### src/rtl/ascon_perm_stream.sv
// Serial-in/serial-out Ascon permutation engine: loads a 320-bit state in BW-bit slices,
// applies p^nr one round per clock, then streams the result out with ready/valid on both sides.
module ascon_perm_stream #(
  parameter int BW    = 64,
  parameter int RND_W = 4
) (
  input  logic             clk,
  input  logic             rstn,
  input  logic             in_valid,
  output logic             in_ready,
  input  logic [BW-1:0]    in_data,
  input  logic [RND_W-1:0] rounds_i,
  output logic             out_valid,
  input  logic             out_ready,
  output logic [BW-1:0]    out_data,
  output logic             out_last,
  output logic             busy,
  output logic [1:0]       dbg_state
);

  localparam int NB = 320 / BW;

  if (BW != 32 && BW != 64) begin : g_bad_bw
    $error("ascon_perm_stream: BW must be 32 or 64");
  end

  // Handshake rule on both sides: a beat transfers on a rising edge where valid and ready are
  // both high; valid never depends on ready, and data is held stable while valid & !ready.
  typedef enum logic [1:0] {IDLE = 2'd0, LOAD = 2'd1, PERM = 2'd2, UNLOAD = 2'd3} fsm_t;

  fsm_t         fsm;
  logic [319:0] s;
  logic [3:0]   beat_cnt;
  logic [3:0]   rnd_cnt;
  logic [3:0]   nr;
  logic [3:0]   nr_clamped;
  logic [7:0]   rc;

  logic [63:0] x0, x1, x2, x3, x4;
  logic [63:0] a0, a1, a2, a3, a4;
  logic [63:0] b0, b1, b2, b3, b4;
  logic [63:0] c0, c1, c2, c3, c4;
  logic [319:0] round_s;

  function automatic logic [63:0] rotr(input logic [63:0] x, input int n);
    return (x >> n) | (x << (64 - n));
  endfunction

  assign nr_clamped = (int'(rounds_i) > 12) ? 4'd12 : 4'(rounds_i);
  assign rc         = {4'hF - rnd_cnt, rnd_cnt};

  // One Ascon round on the whole state: constant, bit-sliced S-box, linear diffusion.
  always_comb begin
    x0 = s[319:256];
    x1 = s[255:192];
    x2 = s[191:128] ^ {56'b0, rc};
    x3 = s[127:64];
    x4 = s[63:0];
    a0 = x0 ^ x4;
    a1 = x1;
    a2 = x2 ^ x1;
    a3 = x3;
    a4 = x4 ^ x3;
    b0 = a0 ^ (~a1 & a2);
    b1 = a1 ^ (~a2 & a3);
    b2 = a2 ^ (~a3 & a4);
    b3 = a3 ^ (~a4 & a0);
    b4 = a4 ^ (~a0 & a1);
    c0 = b0 ^ b4;
    c1 = b1 ^ b0;
    c2 = ~b2;
    c3 = b3 ^ b2;
    c4 = b4;
    round_s = {c0 ^ rotr(c0, 19) ^ rotr(c0, 28),
               c1 ^ rotr(c1, 61) ^ rotr(c1, 39),
               c2 ^ rotr(c2, 1)  ^ rotr(c2, 6),
               c3 ^ rotr(c3, 10) ^ rotr(c3, 17),
               c4 ^ rotr(c4, 7)  ^ rotr(c4, 41)};
  end

  // Slices arrive and leave MSB-first, so the state register works as a shift register:
  // after NB shifts in, slice 0 sits at the top; unloading shifts it back out from the top.
  always_ff @(posedge clk or negedge rstn) begin
    if (!rstn) begin
      fsm       <= IDLE;
      s         <= '0;
      beat_cnt  <= '0;
      rnd_cnt   <= '0;
      nr        <= '0;
      in_ready  <= 1'b0;
      out_valid <= 1'b0;
      out_last  <= 1'b0;
      busy      <= 1'b0;
    end else begin
      case (fsm)
        IDLE: begin
          in_ready <= 1'b1;
          busy     <= 1'b0;
          if (in_valid && in_ready) begin
            s        <= {s[319-BW:0], in_data};
            nr       <= nr_clamped;
            beat_cnt <= 4'd1;
            busy     <= 1'b1;
            fsm      <= LOAD;
          end
        end
        LOAD: begin
          if (in_valid && in_ready) begin
            s <= {s[319-BW:0], in_data};
            if (beat_cnt == 4'(NB - 1)) begin
              beat_cnt <= '0;
              in_ready <= 1'b0;
              if (nr == 4'd0) begin
                out_valid <= 1'b1;
                out_last  <= 1'b0;
                fsm       <= UNLOAD;
              end else begin
                rnd_cnt <= 4'd12 - nr;
                fsm     <= PERM;
              end
            end else begin
              beat_cnt <= beat_cnt + 4'd1;
            end
          end
        end
        PERM: begin
          s       <= round_s;
          rnd_cnt <= rnd_cnt + 4'd1;
          if (rnd_cnt == 4'd11) begin
            beat_cnt  <= '0;
            out_valid <= 1'b1;
            out_last  <= 1'b0;
            fsm       <= UNLOAD;
          end
        end
        UNLOAD: begin
          if (out_ready) begin
            s <= s << BW;
            if (beat_cnt == 4'(NB - 1)) begin
              beat_cnt  <= '0;
              out_valid <= 1'b0;
              out_last  <= 1'b0;
              in_ready  <= 1'b1;
              busy      <= 1'b0;
              fsm       <= IDLE;
            end else begin
              beat_cnt <= beat_cnt + 4'd1;
              out_last <= (beat_cnt == 4'(NB - 2));
            end
          end
        end
        default: fsm <= IDLE;
      endcase
    end
  end

  assign out_data  = (fsm == UNLOAD) ? s[319 -: BW] : '0;
  assign dbg_state = fsm;

endmodule

### config.mk
export PLATFORM = sky130hd
export DESIGN_NAME = ascon_perm_stream
export DESIGN_NICKNAME = d
export VERILOG_FILES = /design/src/rtl/ascon_perm_stream.sv
export SDC_FILE = /design/constraint.sdc
export NUM_CORES = 2
export LEC_CHECK = 0
export ABC_AREA = 0
export BUFFER_PORTS_ARGS = -buffer_cell sky130_fd_sc_hd__buf_2
export CAP_MARGIN = 20
export CORE_ASPECT_RATIO = 1.2
export CORE_UTILIZATION = 58
export CTS_CLUSTER_SIZE = 40
export DETAILED_ROUTE_END_ITERATION = 8
export PLACE_DENSITY_LB_ADDON = 0.15
export SKIP_CTS_REPAIR_TIMING = 1
export SLEW_MARGIN = 20
export SYNTH_ARGS = -nofsm -noshare
export SYNTH_HDL_FRONTEND = slang
export SYNTH_SLANG_ARGS = --single-unit
### constraint.sdc
create_clock -name clk -period 1.9 [get_ports clk]
set_input_delay 0.095 -clock clk [delete_from_list [all_inputs] [get_ports clk]]
set_output_delay 0.095 -clock clk [all_outputs]
set_load 0.005 [all_outputs]
==> out/qor.txt, run 1 <==
outcome: did not finish
H-tree levels: 2
error message: [ERROR GRT-0232] Routing congestion too high. Check the congestion heatmap in the GUI.
Initial Utilization: 59.1%
Root Driver: clkbuf_16
area post-placement: 40,200 um^2
Exit stage: global routing (5_1_grt)
Inserted Clock Buffers: 41
Mapped Cells: 3,343
Std-Cell Rows: 89
library cells used by synthesis: 45
placed insts: 5,101
Post-synth EDFFs: 0
dpl hpwl: 110,000 um
syn_nets: 3,552
Worst-path end type: sequential cell input
asr flop ratio synth: 100%
yosys warns: 0
Die Y: 248 um
FF+latch count, synth: 338
Boundary Pins: 142
GRT worst endpoint: s[198]$_DFFE_PN0P_/D
I/O Buffers: 141
mux cell area share after synthesis: 0.393%
simple-gate share of the synthesized area: 13.1%
gp weighted congestion: 1.20
total track usage: 91.4%
Post-Synth Adder-Cell Area: 5.92%
largest net degree at the start of global routing: 89
Primary FF master, synth: dfrtp_1
buffer depth of the longest clock path: 3
sequential-to-total area share from yosys stat: 28.9%
combinational family with the most area after synthesis: XOR/XNOR gates
Synth Area per Inst: 8.76 um^2
grt total ovfl: 1,797
Die Wd: 207 um
Synth Area in XOR/XNOR: 35.5%
Compound-Gate Fraction of Synth Area: 12.4%
Syn Std Cell Area: 29,300 um^2
clk sinks: 338
-- stage by stage --
| step | hold slack [ns] | util (%) | setup WS [ns] | TNS [ns] |
|---|---|---|---|---|
| 4_1_cts | -0.589 | 83.8 | -0.526 | -92.20 |
| 3_5_place_dp | 0.0286 | 81.1 | -0.494 | -62.00 |
| 3_3_place_gp | 0.0271 | 81.1 | -0.515 | -42.97 |
| 2_1_floorplan | -0.201 | - | -0.0355 | -7.95 |
-- synth_stat cells, drive strengths merged, types with 62 or more instances --
cell / number / area, um^2
o21ai: 172 / 861
inv: 136 / 510
and3: 65 / 407
o221ai: 126 / 1100
and2: 64 / 400
nand3: 194 / 971
xor2: 240 / 2130
nor2: 253 / 950
a221oi: 68 / 614
xnor2: 919 / 8170
clkbuf: 104 / 395
nand2: 280 / 1050
ha: 137 / 1710
dfrtp: 338 / 8460
a21oi: 103 / 519
o211ai: 62 / 465
-- cell families after synthesis --
| family | after synthesis |
|---|---|
| XOR/XNOR | 1163 |
| AND/OR/NAND/NOR | 867 |
| flip-flops | 338 |
| adder cells (fa/ha/maj) | 139 |
| buffers and inverters | 286 |
| AO/OA/AOI/OAI | 539 |
| multiplexers | 11 |
-- metal layers --
layer  GRT overflow  GRT usage, %
met3             26          75.3
met5              4          41.8
met2           1250           111
met4            486           105
met1             31          85.1
==> run 2: changes to the inputs <==
- CORE_ASPECT_RATIO: 1.2 -> unset
- CORE_UTILIZATION: 58 -> 40
- CTS_CLUSTER_SIZE: 40 -> unset
- clock period: 1.9 -> 2.5 ns (I/O delays scaled with it)
==> run 2 against run 1 <==
The flow now finishes, with violations (negative setup slack). Area after synthesis is the same. Synthesized cell count is the same.
==> out/qor.txt, run 2 <==
Mapped Cells: 3,343 (unchanged)
Detail Route met3 WL: 10,600 um
Ant. Diodes: 0
library cells used by synthesis: 45 (unchanged)
yosys warns: 0 (unchanged)
dpl hpwl: 105,000 um (was 110,000 um)
final hold violation count: 0
period utilization: 100%
Root Driver: clkbuf_16 (unchanged)
outcome: complete, but fails checks (was did not finish)
Iter 0 DRT Violations: 2,761
Worst Setup Start Kind: flip-flop
cell taking the most area after synthesis: dfrtp_1 (unchanged)
max cap viols: 0
Via density: 5.50
buffer depth of the longest clock path: 3 (unchanged)
Synth Area per Inst: 8.76 um^2 (unchanged)
total track usage: 35.0%
clk sinks: 338 (unchanged)
crit end category: flip-flop
later-pin clock latency in the skew report: 0.61 ns
gp weighted congestion: 1.09 (was 1.20)
Via Count: 27.1k
CTS tree: built
Final min period: 2.51 ns
Die Wd: 273 um (was 207 um)
final cell count without fillers: 4,917
syn_nets: 3,552 (unchanged)
asr flop ratio synth: 100% (unchanged)
ANT nets after route: 0
Met1 Wirelength: 56,200 um
core area: 72,000 um^2
Primary FF master, synth: dfrtp_1 (unchanged)
max-slew violations: 0
Syn-to-layout area delta: 26.4%
area of the multi-input gates: 19,900 um^2
drt drc: 0
fill count: 6,869
critical path fanouts, max: 6
Final Instance Area: 37,000 um^2
critical path data arrival time: 2.97 ns
Syn Std Cell Area: 29,300 um^2 (unchanged)
Largest register FFs: 320
grt total ovfl: 0
drt first pass iters: 5
largest net degree at the start of global routing: 129
most flop-heavy register: s
DR top layer: met5
Boundary Pins: 142 (unchanged)
worst hold path class: in2reg
upper clock frequency limit: 399 MHz
I/O Buffers: 141 (unchanged)
wire length of the first global-routing pass: 187,000 um
Slew @ Worst Pin: 1.06 ns
Total Die Area: 74,300 um^2
dpl ws: -0.259 ns (was -0.494 ns)
met2 routed WL: 56,700 um
cell with the most instances after synthesis: xnor2_1 (unchanged)
top cell type's share of synthesized area: 28.9% (unchanged)
setup violators final: 1
H-tree levels: 2 (unchanged)
layout cells sized above 1: 19.0%
Crit path required time: 2.96 ns
CTS clock-pin slew for the worst setup and hold paths: 0.06 ns
Die Y: 273 um (was 248 um)
CP Class: reg2reg
most frequent cells in the layout: 884 x xnor2_1, 450 x buf_4, 337 x dfrtp_1
area post-placement: 34,600 um^2 (was 40,200 um^2)
Synth top cells by count: 903 x xnor2_1, 338 x dfrtp_1, 280 x nand2_1 (unchanged)
total wire length: 131,000 um
nets: 4,143
Initial Utilization: 40.7% (was 59.1%)
Worst Slack Setup Final: -0.00688 ns
initial antenna violation count: 3
Post-synth EDFFs: 0 (unchanged)
Routed WL per cell: 26.6 um
placed insts: 4,767 (was 5,101)
sequential cell area: 8460 um^2
sequential-to-total area share from yosys stat: 28.9% (unchanged)
Max-Slew Margin vs Limit: 29.0%
Std-Cell Rows: 98 (was 89)
FF+latch count, synth: 338 (unchanged)
failing checks: negative setup slack
clk_skew: 0.0257 ns
commonest non-fill, non-tap cell in the layout: xnor2_1
vias in the first global route: 25.6k
Area contributors post-synth: dfrtp_1 29%, xnor2_1 27%, xor2_1 7.1% (unchanged)
Inserted Clock Buffers: 45 (was 41)
## run 2: metal layers
layer  track usage [%]  vias up
li1                  -    12500
met4              16.9        4
met2              52.8     1087
met1              48.1    13300
met3              6.42      237
met5                 0        -
## run 2: final cells by class
type | instances | share of cell area (%)
Multi-Input combinational cell | 2719 | 53.8
Sequential cell | 338 | 22.8
Timing Repair Buffer | 694 | 14.7
Clock buffer | 67 | 3.70
Tap cell | 950 | 3.21
Inverter | 136 | 1.38
Clock inverter | 13 | 0.328
## run 2: critical path, cell delays in order, from the launching register on
cell and delay, ns:
dfrtp_1 0.43, inv_1 0.09, ha_1 0.32, xnor2_1 0.15
xnor2_1 0.73, xnor2_1 0.18, xnor2_1 0.34, o21ai_0 0.12
## run 2: metrics by stage
step           setup TNS, ns  utilization, %  hold slack, ns
5_1_grt             -0.00362            51.4          0.0845
2_1_floorplan              0               -          -0.171
3_3_place_gp           -1.07            48.1           0.155
6_report            -0.00688            51.4          0.0503
4_1_cts                -3.22            50.2          -0.480
3_5_place_dp          -0.645            48.1           0.154
## run 2: kinds of logic after synthesis
kind of cell | after synthesis | synth area share (%)
adder cells (fa/ha/maj) | 139 | 5.92
buffers and inverters | 286 | 3.84
XOR/XNOR | 1163 | 35.5
AO/OA/AOI/OAI | 539 | 12.4
multiplexers | 11 | 0.393
AND/OR/NAND/NOR | 867 | 13.1
flip-flops | 338 | 28.9
## run 2: path summary, 6_finish.rpt
| path | startpoint | endpoint | slack [ns] | depth (start not counted) |
|---|---|---|---|---|
| max reg2reg | s[107] | s[271] | -0.007 | 7 |
| min in group asynchronous | rstn | s[112] | 0.11 | 2 |
| max in group asynchronous | rstn | s[292] | 1.47 | 3 |
| max | s[107] | s[271] | -0.007 | 7 |
| min | in_valid | nr[1] | 0.05 | 3 |
| min reg2reg | out_last | out_last | 0.48 | 2 |
Power of run 2 is left out: the tool's default activity adds up to more than one toggle a clock period on the data nets, which glitch-free logic cannot reach.
